==> config.mk <==
export PLATFORM = sky130hd
export DESIGN_NAME = fuzz_slice_scan
export DESIGN_NICKNAME = d
export VERILOG_FILES = /design/src/rtl/fuzz_slice_scan.sv
export SDC_FILE = /design/constraint.sdc
export NUM_CORES = 1
export LEC_CHECK = 0
export BUFFER_PORTS_ARGS = -buffer_cell sky130_fd_sc_hd__buf_2
export CAP_MARGIN = 20
export CORE_UTILIZATION = 49
export DETAILED_ROUTE_END_ITERATION = 8
export PLACE_DENSITY_LB_ADDON = 0.08
export SLEW_MARGIN = 5
export SYNTH_ARGS = -nofsm -noshare
export SYNTH_HDL_FRONTEND = slang
export SYNTH_SLANG_ARGS = --single-unit
==> constraint.sdc <==
create_clock -name clk -period 1.95 [get_ports clk]
set_clock_uncertainty 0.2 [all_clocks]
set_input_delay 0.4875 -clock clk [delete_from_list [all_inputs] [get_ports clk]]
set_output_delay 0.4875 -clock clk [all_outputs]
set_load 0.02 [all_outputs]
==> src/rtl/fuzz_slice_scan.sv <==
// Snapshots a packed input vector and scans it one slice per cycle, accumulating
// a below-threshold count, a running parity and an equality flag into out_0.
module fuzz_slice_scan #(
  parameter int NUM_IN = 3,
  parameter int SLICE_W = 2,
  parameter logic [SLICE_W-1:0] THRESH = SLICE_W'(1)
) (
  input  logic                  clk,
  input  logic                  rst,
  input  logic                  start,
  input  logic                  abort,
  input  logic [NUM_IN*32-1:0]  in_,
  output logic                  busy,
  output logic                  done,
  output logic [31:0]           out_0
);

  localparam int NSLICES = NUM_IN * 32 / SLICE_W;
  localparam int IDX_W = $clog2(NSLICES);
  localparam logic [IDX_W-1:0] LAST_IDX = IDX_W'(NSLICES - 1);

  typedef enum logic [1:0] {
    IDLE,
    SCAN,
    DONE
  } state_t;

  state_t                state;
  logic [NUM_IN*32-1:0]  snap;
  logic [IDX_W-1:0]      idx;
  logic [15:0]           cnt;
  logic                  par;
  logic                  eq;

  logic [SLICE_W-1:0]    slice;
  logic [15:0]           cnt_nxt;
  logic                  par_nxt;
  logic                  eq_nxt;

  // The snapshot is shifted down each cycle, so the current slice is always its low bits.
  assign slice   = snap[SLICE_W-1:0];
  assign cnt_nxt = cnt + 16'(THRESH > slice);
  assign par_nxt = par ^ (^slice);
  assign eq_nxt  = eq | (slice == THRESH);

  assign busy = (state == SCAN);

  always_ff @(posedge clk) begin
    if (rst) begin
      state <= IDLE;
      done  <= 1'b0;
      out_0 <= '0;
      snap  <= '0;
      idx   <= '0;
      cnt   <= '0;
      par   <= 1'b0;
      eq    <= 1'b0;
    end else begin
      done <= 1'b0;
      unique case (state)
        IDLE: begin
          if (start) begin
            snap  <= in_;
            idx   <= '0;
            cnt   <= '0;
            par   <= 1'b0;
            eq    <= 1'b0;
            state <= SCAN;
          end
        end
        SCAN: begin
          // Abort wins even on the final slice, so no result is published.
          if (abort) begin
            state <= IDLE;
          end else begin
            snap <= snap >> SLICE_W;
            idx  <= idx + IDX_W'(1);
            cnt  <= cnt_nxt;
            par  <= par_nxt;
            eq   <= eq_nxt;
            if (idx == LAST_IDX) begin
              out_0 <= {14'd0, eq_nxt, par_nxt, cnt_nxt};
              done  <= 1'b1;
              state <= DONE;
            end
          end
        end
        DONE: state <= IDLE;
        default: state <= IDLE;
      endcase
    end
  end

endmodule

* Yosys cells after proc, flatten, opt, wreduce, memory -nomap -nowiden
Index checks and enable logic that the tools add are counted.
** Cells by class
- $add $sub $neg :: 2
- Multiplexer cells :: 19
- Bitwise gates (word level) :: 4
- Magnitude comparators :: 1
- Equal/unequal tests :: 6
- Reduce and logical (&&, ||, !) cells :: 7
** Operators by type and width (number)
- 96-bit 2-to-1 mux :: 2
- 96-bit case mux with 2 select lines :: 1
- 16-bit 2-to-1 mux :: 2
- 16-bit case mux with 2 select lines :: 1
- 16-bit by 1-bit adder with 16-bit output :: 1
- 6-bit 2-to-1 mux :: 2
- 6-bit case mux with 2 select lines :: 1
- 6-bit by 1-bit adder with 6-bit output (second input constant) :: 1
- 6-bit == test (second input constant) :: 1
- 2-bit 2-to-1 mux :: 3
- 3-bit AND reduction :: 2
- 2-bit by 1-bit == test with 1-bit output (second input constant) :: 2
- 1-bit 2-to-1 mux :: 4
- 2-bit inequality test (second input constant) :: 2
- 1-bit case mux with 2 select lines :: 2
- 2-bit case mux with 2 select lines :: 1
- 3-bit by 2-bit inequality test with 1-bit output (second input constant) :: 1
- 3-bit OR reduction :: 1
- 1-bit by 2-bit greater-than comparator with 1-bit output (first input constant) :: 1
- 2-bit logical NOT :: 1
- 1-bit inverter :: 2
- 2-bit AND reduction :: 1
- 2-bit nonzero test :: 1
- 2-bit parity :: 1
- 2 further kinds :: 2
** Storage, ports and cells
- Output and inout bits :: 34
- Register bits after elaboration :: 141

* Logic depth before layout (Yosys ltp)
Gate-level depths: netlist (run 1).
- Word-level depth :: 4
- Gate-level depth with buffers :: 9
- Depth with buffers taken out :: 8

* Worst setup path after synthesis (run 1)
Ideal clock, no wire load.
- Path kind :: reg-to-reg
- Start :: reg snap[0]
- End :: reg cnt[14]
- Setup slack :: -219 ps
- Clock period less this slack :: 2169 ps
- Setup time :: 74 ps
- Required time :: 1676 ps
- Arrival time :: 1894 ps
- Buffers on the path :: 1
- Cell stages (with the launch flop) :: 10
- Cell sequence :: dfxtp_1 -> inv_1 -> ha_1 -> ha_1 -> ha_1 -> and4_1 -> clkbuf_1 -> nand4_1 -> or3_1 -> a31oi_1
** On the way
- Cells in the longest elaborated chain, start to end :: 4
** RTL lines
- start, declared :: line 29 : logic [NUM_IN*32-1:0] snap;
- start signal, assigned :: line 63 : snap <= in_;
- start signal, assigned :: line 76 : snap <= snap >> SLICE_W;
- 1-bit by 2-bit greater-than comparator with 1-bit output :: line 42 : assign cnt_nxt = cnt + 16'(THRESH > slice);
- 16-bit by 1-bit adder with 16-bit output :: line 42
- 16-bit 2-to-1 mux :: line 73 : if (abort) begin
- 16-bit case mux with 2 select lines :: line 60 : unique case (state)
- end signal, assigned :: line 78 : cnt <= cnt_nxt;
- end, declared :: line 31 : logic [15:0] cnt;
No other way between the ends. The select of a mux whose other input is x is not followed.
A chain may end at the register's enable or synchronous reset.

* Worst setup path after layout (run 1)
- Start :: reg snap[1]
- End :: reg cnt[10]
The elaborated chain is that of the path after synthesis.

==> out/qor.txt, run 1 <==
Status = complete, but fails checks
Failing checks = setup timing
Critical setup path kind = reg2reg
Cts bufs inserted = 17
Skew-Pair Late Insertion Delay = 0.42 ns
Cell row count = 40
Mapped cell area = 6150 um2
Post-synth ARST share = 0%
TritonRoute pass-1 iters = 5
Longest Clk Path Bufs = 2
Critical R2R Capture = cnt[10]
Worst R2R Path Depth = 8
Die H = 114 um
Critical Path AT = 2.14 ns
Clock sinks = 141
Initial Util = 50.8%
HP Class = in2reg
Met2 wire length = 6.97 mm
Setup crit start kind = register
Data required, critical path = 2.09 ns
Max Used Layer = met4
Synth-to-layout area growth = 27.9%
Number of synthesized flops with an enable pin = 0
Worst VDD drop = 0.000506 V
Min cycle time layout = 1.99 ns
Commonest non-fill, non-tap cell in the layout = nand2_1
DR WL/cell = 13.9 um
Hold depth = 3
Final Hold Viols = 0
CTS tree = built
F_max = 502 MHz
Share of cells above drive strength 1 = 27.2%
Hold path start = in_[95]
Fin area = 7870 um2
Final cell count without fillers = 1037
Yosys reg bits = 141
Vias per inst = 5.42
Fillcell total = 1080
Cell Area, Placed = 7140 um2
Core ar. = 12100 um2
RSZ-0062 raised after global routing = true
P_leak = 0.00312 uW
Synth unique cells = 41
Pwr/cell area = 923 nW/um2
Core Util, Final = 65.0%
Largest net degree at the start of global routing = 54
Sequential Area = 2830 um2
Met1 wire length = 6.50 mm
Final setup viols = 2
Ys flop type = dfxtp_1
Die area = 13000 um2
CP max FO = 5
Routability cong. = 0.843
Reg clk slew, reported paths = 0.06 ns
Clock Tree Root = clkbuf_16
Seq/Total Area, Yosys = 45.9%
Hold slack final = 0.129 ns
Number of global-route vias before repair = 5235
Post-Synthesis Cells = 738
PortBufs = 119
First-pass GRT wire length = 23.8 mm
CP endpoint kind = register
Die X = 114 um
Final worst-path cycle share = 102%
WL met3 = 668 um
Vias = 5622
DP HPWL = 9.39 mm
Setup ws final = -0.0420 ns
Grt total ovfl = 0
Max-cap check violation count = 0
DR DRC count = 0
H-tree lvl count = 4
Dpl cells = 1002
Syn_area_per_cell = 8.34 um2
N_diodes = 0
DRT iter0 DRCs = 339
GRT Resource Usage Total = 22.9%
Yosys warning total = 0
Layout Nets = 963
Cts hold-fix bufs = 0
Area of the multi-input gates = 3110 um2
WL final = 14.4 mm
Pre-CTS setup slack = -0.167 ns
Slew Viols, Final = 0
Initial antenna violation count = 0
Remaining antenna violation count = 0
Most frequent cells in the layout = nand2_1, dfxtp_1, buf_2
# IOs = 134
R2r setup slk = -0.04 ns
Hold Path Sink = snap[95]
Worst reg2reg path startpoint = snap[1]
-- timing repair --
action,CTS,global route
setup buffers,3,1
pin swaps,5,4
resized for setup,6,13
gates cloned,0,1
endpoints found under the setup margin,10,55
-- power by group --
part           internal, uW  switching [uW]
clock                  2140            1170
sequential             3060            89.3
combinational           352             468
total                  5540            1720
-- per-layer routing --
layer  up-vias  global-route usage [%]
met5         -                       0
li1       2819                       -
met1      2649                    28.8
met2       136                    37.2
met4         0                    10.1
met3        18                    5.61
-- kinds of logic (layout without fill, tap and decap cells) --
family / after synthesis / count (layout) / share of synthesized area, %
AND/OR/NAND/NOR: 291 / 291 / 20.0
AO/OA/AOI/OAI: 194 / 194 / 23.2
XOR/XNOR: 19 / 19 / 2.70
other: 1 / 14 / 0.0609
flip-flops: 141 / 141 / 45.9
adder cells (fa/ha/maj): 6 / 6 / 1.22
buffers and inverters: 84 / 202 / 6.65
multiplexers: 2 / 2 / 0.325
-- state kept, by name, summed over array words and instances, names as in the netlist --
| signal | cells |
|---|---|
| idx | 6 |
| done | 1 |
| out_0 | 18 |
| state | 2 |
| eq | 1 |
| par | 1 |
| snap | 96 |
| cnt | 16 |
-- critical path, stage by stage (launching register included) --
cell and delay, ns:
dfxtp_2 0.32, inv_2 0.07, ha_4 0.14, ha_4 0.13
ha_4 0.12, and4_4 0.26, nand3_2 0.12, or3_4 0.37
a31oi_4 0.18
-- synth_stat cells, types with 2 or more instances --
cell | instances | area [um2]
nand4_1 | 7 | 43.8
o21ai_0 | 8 | 40.0
mux2i_1 | 2 | 20.0
a211oi_1 | 2 | 15.0
and4_1 | 4 | 35.0
buf_6 | 2 | 22.5
a21oi_1 | 58 | 290
nand2_1 | 158 | 593
nor4_1 | 3 | 18.8
nand2b_1 | 3 | 18.8
nand3_1 | 11 | 55.1
or3b_1 | 2 | 17.5
nor3b_1 | 2 | 15.0
xor2_1 | 13 | 114
inv_1 | 2 | 7.51
buf_2 | 17 | 85.1
a22oi_1 | 47 | 353
nand3b_1 | 4 | 30.0
buf_4 | 15 | 113
a311oi_1 | 54 | 473
dfxtp_1 | 141 | 2820
xnor2_1 | 6 | 52.6
and2_1 | 2 | 12.5
nor2_1 | 85 | 319
or3_1 | 6 | 37.5
a31oi_1 | 6 | 37.5
ha_1 | 6 | 75.1
and3_1 | 2 | 12.5
clkbuf_1 | 45 | 169
a211oi_2 | 14 | 175
-- layout make-up --
cell class | instances | area share, %
clock buffer | 25 | 6.29
timing repair buffer | 168 | 14.1
sequential | 141 | 35.9
inverter | 3 | 0.143
multi-input combinational | 526 | 39.5
clock inverter | 6 | 1.37
tap | 168 | 2.67
-- through the flow --
step           total power, uW  setup TNS (ns)
2_1_floorplan             3710         -0.0591
3_3_place_gp              3970           -3.77
3_5_place_dp              4000           -6.97
4_1_cts                   7310         -0.0691
5_1_grt                   7570          -0.613
6_report                  7270         -0.0639
-- how the worst max path moves through the flow --
stage | slack (ns) | start | cells past startpoint | end
final | -0.04 | snap[1] | 8 | cnt[10]
after global routing | -0.11 | snap[1] | 8 | cnt[7]
after CTS | -0.04 | state[1] | 3 | busy
after detailed placement | -0.17 | abort | 6 | out_0[1]
after global placement | -0.10 | abort | 6 | out_0[0]
after floorplan | -0.04 | snap[1] | 9 | cnt[14]
(Power assumes the default switching activity.)
==> run 2, diff against run 1 <==
==> constraint.sdc (replaced) <==
create_clock -name clk -period 1.95 [get_ports clk]
set_clock_uncertainty 0.2 [all_clocks]
set_input_delay 0.4875 -clock clk [delete_from_list [all_inputs] [get_ports clk]]
set_output_delay 0.4875 -clock clk [all_outputs]
set_load 0.01 [all_outputs]
==> run 2 against run 1 <==
  * The flow still finishes with violations (setup timing)
  * Critical path depth stayed put
  * Sequential cell count stayed put
  * Total power is 6.5% lower
  * Count of clock-buffer cells in the layout is 4 higher
  * Non-clock buffer count is 1 lower
  * Register-to-register slack hardly changed
  * Worst setup slack better by 0.014 ns
  * Cell count is 0.19% lower
  * Via count is 1.5% lower
  * Largest cell class unchanged
==> out/qor.txt, run 2 (synthesis gave the netlist of run 1 again) <==
Status = complete, but fails checks
Failing checks = setup timing
WL final = 14.4 mm
Internal power = 5150 uW
WP buf/inv = 1
Layout Nets = 962
Most flops, register = snap
Number of global-route vias before repair = 5123
Vias per inst = 5.35
WP depth = 8
Slew Viols, Final = 0
Commonest non-fill, non-tap cell in the layout = nand2_1
Initial Util = 50.8%
Final setup viols = 1
Regs by FF count = snap (96), out_0 (18), cnt (16)
HP Class = in2reg
Sw frac = 24.1%
Setup crit end = cnt[14]
Worst path cell trace = inv_2 > ha_4 > ha_4 > ha_4 > and4_4 > nand4_1 > or3_1 > a31oi_1
Pre-CTS setup slack = -0.149 ns
Hold depth = 3
Switch Pwr = 1640 uW
Critical setup path kind = reg2reg
Critical R2R Capture = cnt[14]
N_diodes = 0
Cts bufs inserted = 17
F_max = 505 MHz
Setup ws final = -0.0285 ns
Remaining antenna violation count = 0
Critical Path Max Stage Delay = 0.35 ns
DRT iter0 DRCs = 351
Reg power frac = 46.3%
Logic gate share of total power = 11.8%
Grt total ovfl = 0
GRT Resource Usage Total = 22.6%
Die area = 13000 um2
CP max FO = 5
Min cycle time layout = 1.98 ns
R2r setup slk = -0.03 ns
Routability cong. = 0.831
Clock sinks = 141
Worst R2R Path Depth = 8
H-tree lvl count = 4
DP HPWL = 9.49 mm
Skew-Pair Late Insertion Delay = 0.41 ns
Worst reg2reg path startpoint = snap[1]
Synth-to-layout area growth = 26.3%
Max-cap check violation count = 0
Core Util, Final = 64.1%
CP max stage cell = or3_1
Cts hold-fix bufs = 0
Setup crit start kind = register
CTS tree = built
Clock power frac = 41.8%
Fin area = 7770 um2
Max FFs per register = 96
Setup_tns = -0.0285 ns
DR WL/cell = 13.9 um
CP endpoint kind = register
Final worst-path cycle share = 101%
Data required, critical path = 2.09 ns
# IOs = 134
Clock Tree Root = clkbuf_16
Reg clk slew, reported paths = 0.05 ns
First-pass GRT wire length = 23.6 mm
Critical Path AT = 2.12 ns
Die H = 114 um
Share of cells above drive strength 1 = 26.6%
Final Hold Viols = 0
Longest Clk Path Bufs = 2
Die X = 114 um
Top Family by Delay on Critical Path = simple AND/OR/NAND/NOR gates
Core ar. = 12100 um2
Hold path start = in_[70]
Vias = 5540
Largest net degree at the start of global routing = 43
Cell Area, Placed = 7170 um2
DR DRC count = 0
PortBufs = 119
RSZ-0062 raised after global routing = true
Crit. Startpoint = snap[1]
Crit path top cell by count = ha_4
Cell row count = 40
Worst VDD drop = 0.000436 V
TritonRoute pass-1 iters = 5
Pwr/cell area = 874 nW/um2
Most frequent cells in the layout = nand2_1, dfxtp_1, buf_2
P_leak = 0.00309 uW
Initial antenna violation count = 0
-- run 2: changes by cell type in the layout (fill, tap and decap cells not counted), moves of 2 or more --
cell	change
buf_12	+2
buf_4	-3
bufinv_16	-3
clkbuf_1	+4
-- run 2: worst min-delay path, delay by kind of cell --
| kind | cells | cell delay, ns |
|---|---|---|
| buffers and inverters | 1 | 0.09 |
| AOI/OAI and AO/OA | 1 | 0.07 |
| and+or+nand+nor | 1 | 0.04 |
-- run 2: cell type report --
cell class | count | area [um2]
sequential | 141 | 2830
tap | 168 | 210
clock buffer | 29 | 510
timing repair buffer | 167 | 1110
inverter | 3 | 13.8
fill | 1085 | 4340
clock inverter | 1 | 5.00
multi-input combinational | 526 | 3090
-- run 2: repair_timing --
item,CTS,global route
buffers inserted,0,2
resized for setup,6,13
endpoints found under the hold margin,0,0
endpoints found under the setup margin,12,77
pin swaps,4,5
-- run 2: worst min-delay path by stage --
stage                to  slack [ns]
4_1_cts        snap[68]        0.12
5_1_grt        snap[68]        0.13
3_5_place_dp   snap[22]        0.25
6_report       snap[70]        0.14
2_1_floorplan  snap[10]        0.24
3_3_place_gp   snap[24]        0.24
-- run 2: power by group through the flow --
| stage | logic, uW | registers [uW] | clock network, uW |
|---|---|---|---|
| floorplan | 520 | 3180 | 0 |
| global placement | 778 | 3200 | 0 |
| detailed placement | 801 | 3200 | 0 |
| CTS | 807 | 3140 | 2900 |
| global route | 900 | 3170 | 3050 |
| finish | 804 | 3150 | 2840 |
-- run 2: stage by stage --
step	cells	hold WS (ns)	power, uW
3_3_place_gp	1003	0.242	3970
5_1_grt	1035	0.128	7110
6_report	1035	0.138	6790
3_5_place_dp	1003	0.247	4000
2_1_floorplan	751	0.237	3700
4_1_cts	1033	0.123	6850
-- run 2: layer usage --
| metal | global-route usage [%] | wire length [um] | share of wire (%) |
|---|---|---|---|
| met2 | 38.2 | 7120 | 50 |
| met1 | 27.9 | 6360 | 44 |
| met5 | 0 | 0 | 0 |
| met3 | 5.40 | 674 | 4.7 |
| met4 | 8.57 | 223 | 1.6 |
==> run 3, diff against run 2 <==
--- a/config.mk
+++ b/config.mk
@@ -5,11 +5,12 @@
 export SDC_FILE = /design/constraint.sdc
 export NUM_CORES = 1
 export LEC_CHECK = 0
+export ABC_AREA = 1
 export BUFFER_PORTS_ARGS = -buffer_cell sky130_fd_sc_hd__buf_2
 export CAP_MARGIN = 20
-export CORE_UTILIZATION = 49
+export CORE_UTILIZATION = 45
 export DETAILED_ROUTE_END_ITERATION = 8
-export PLACE_DENSITY_LB_ADDON = 0.08
+export PLACE_DENSITY = 0.77
 export SLEW_MARGIN = 5
 export SYNTH_ARGS = -nofsm -noshare
 export SYNTH_HDL_FRONTEND = slang
==> run 3 against run 2 <==
  * The flow now finishes without violations
  * Largest cell class unchanged
  * Critical path depth is 4 lower
  * Sequential power hardly changed
  * Combinational power decreased by 7.2%
  * Via count is 3.3% higher
  * Synthesized cell count up 15%
  * Area after synthesis increased by 0.75%
  * Non-clock buffer count down 24
  * Worst hold slack got worse by 0.018 ns
  * Die area increased by 9.5%
  * Total power up 4.1%
  * Final area is 2.3% lower
  * Sequential cell count unchanged
==> out/qor.txt, run 3 <==
Status = finished clean
Cell with the most instances after synthesis = nand2_1
Reg clk slew, reported paths = 0.06 ns
Synth unique cells = 28
Slew Viols, Final = 0
Max-cap check violation count = 0
Top post-synthesis cells by area = dfxtp_1, nand2_1, a31oi_1, o21ai_1, a21oi_1
Worst R2R Path Depth = 10
RSZ-0062 raised after global routing = true
Critical setup path kind = reg2out
Layout Nets = 1061
Die area = 14300 um2
Final Power = 7070 uW
F_max = 532 MHz
N_diodes = 0
Core ar. = 13300 um2
Die X = 119 um
Worst VDD drop = 0.000654 V
Setup crit start kind = register
Worst reg2reg path startpoint = snap[1]
Final cell count without fillers = 1144
Cts hold-fix bufs = 0
Final Hold Viols = 0
Routability cong. = 0.824
DR DRC count = 0
Ys flop type = dfxtp_1
Syn_area_per_cell = 7.29 um2
Vias per inst = 5.00
Largest net degree at the start of global routing = 63
Hold path start = in_[95]
WL final = 14.0 mm
Seq/Total Area, Yosys = 45.5%
Number of global-route vias before repair = 5189
Number of synthesized flops with an enable pin = 0
Yosys reg bits = 141
Longest Clk Path Bufs = 2
Mapped cell area = 6200 um2
CP endpoint kind = primary output
Pwr/cell area = 932 nW/um2
PortBufs = 119
Vias = 5724
DRT iter0 DRCs = 343
Most frequent cells in the layout = nand2_1, dfxtp_1, buf_2
DR WL/cell = 12.2 um
Hold depth = 3
Yosys warning total = 0
Cts bufs inserted = 17
Initial antenna violation count = 0
H-tree lvl count = 4
CTS tree = built
Clock sinks = 141
# IOs = 134
Skew-Pair Late Insertion Delay = 0.41 ns
Critical R2R Capture = out_0[13]
Initial Util = 46.4%
GRT Resource Usage Total = 20.6%
Post-synth ARST share = 0%
Cell row count = 42
Critical Path AT = 1.19 ns
Hold Path Sink = snap[95]
HP Class = in2reg
Regs by FF count = snap (96), out_0 (18), cnt (16)
First-pass GRT wire length = 23.7 mm
TritonRoute pass-1 iters = 4
Dpl cells = 1108
Max FFs per register = 96
CP max FO = 17
Commonest non-fill, non-tap cell in the layout = nand2_1
Post-synth top cells = nand2_1, dfxtp_1, a31oi_1
Post-Synthesis Cells = 851
Share of cells above drive strength 1 = 20.0%
Final setup viols = 0
Synth-to-layout area growth = 22.4%
Final worst-path cycle share = 96.4%
Clock Tree Root = clkbuf_16
Grt total ovfl = 0
Remaining antenna violation count = 0
Synth top area share = 45.5%
DP HPWL = 9.02 mm
Die H = 119 um
Area leader, netlist = dfxtp_1
Data required, critical path = 1.26 ns
Most flops, register = snap
P_leak = 0.00315 uW
Min cycle time layout = 1.88 ns
Hold slack final = 0.120 ns
R2r setup slk = 0.11 ns
==> run 3: cell count changes after synthesis, moves of 25 or more <==
cell / change
inv_1: +35
o21ai_1: +52
a21oi_1: -25
nor2_1: -58
a22oi_1: -47
a31oi_1: +88
nand2_1: +167
clkbuf_1: -27
a311oi_1: -54
==> run 3: worst max-delay path, cell delays in order (launching register included) <==
cell and delay [ns]:
dfxtp_1 0.33, inv_1 0.06, nor2_4 0.12, buf_12 0.16, buf_6 0.11
==> run 3: logic make-up (layout without fill, tap and decap cells) <==
logic type / Yosys count / after routing / share of synthesized area (%)
adders and majority gates: 6 / 6 / 1.21
DFF: 141 / 141 / 45.5
other: 1 / 14 / 0.0605
buffers and inverters: 115 / 219 / 9.83
xor gates and xnor gates: 8 / 8 / 1.13
AOI/OAI and AO/OA: 195 / 195 / 17.7
and+or+nand+nor: 385 / 385 / 24.5
==> run 3: metal layers <==
metal	share of wire, %	track usage [%]
met2	47	33.7
met3	5.6	5.70
met1	46	26.0
met4	1.2	6.88
met5	0	0
==> run 3: through the flow <==
step	utilization [%]	TNS [ns]	worst slack, ns	instance area, um2
after global placement	51.5	0	0.0103	6870
after detailed placement	51.5	-0.0513	-0.0330	6870
after global routing	56.9	-0.0114	-0.0106	7590
after floorplan	-	0	0.0667	6250
after CTS	56.1	0	0.00456	7480
final	56.9	0	0.0696	7590
==> run 3: area by class of cell <==
class	count	area, um2
repair buffers	143	893
flip-flops and latches	141	2820
clock inverters	10	114
well taps	176	220
multi-input cells	608	2900
clock buffers	22	474
fillers	1279	5760
inverters	44	168
==> run 3: worst max-delay path by stage <==
stage               startpoint        end  slack (ns)  cells after the start
floorplan              snap[0]  out_0[10]        0.07                     12
global placement       snap[0]  out_0[10]        0.01                     12
detailed placement     snap[1]  out_0[10]       -0.03                     12
CTS                   state[0]       busy       0.005                      4
global route          state[0]       busy       -0.01                      4
finish                state[0]       busy        0.07                      4
==> run 3: repair_timing <==
action	in CTS	in global routing
buffers inserted	1	3
gates resized for setup	4	15
setup endpoints to repair	4	48
pin swaps	1	2
==> run 3: where the power goes <==
part / internal [uW] / switching (uW)
clock: 1980 / 1190
combinational: 315 / 431
sequential: 3060 / 96.7
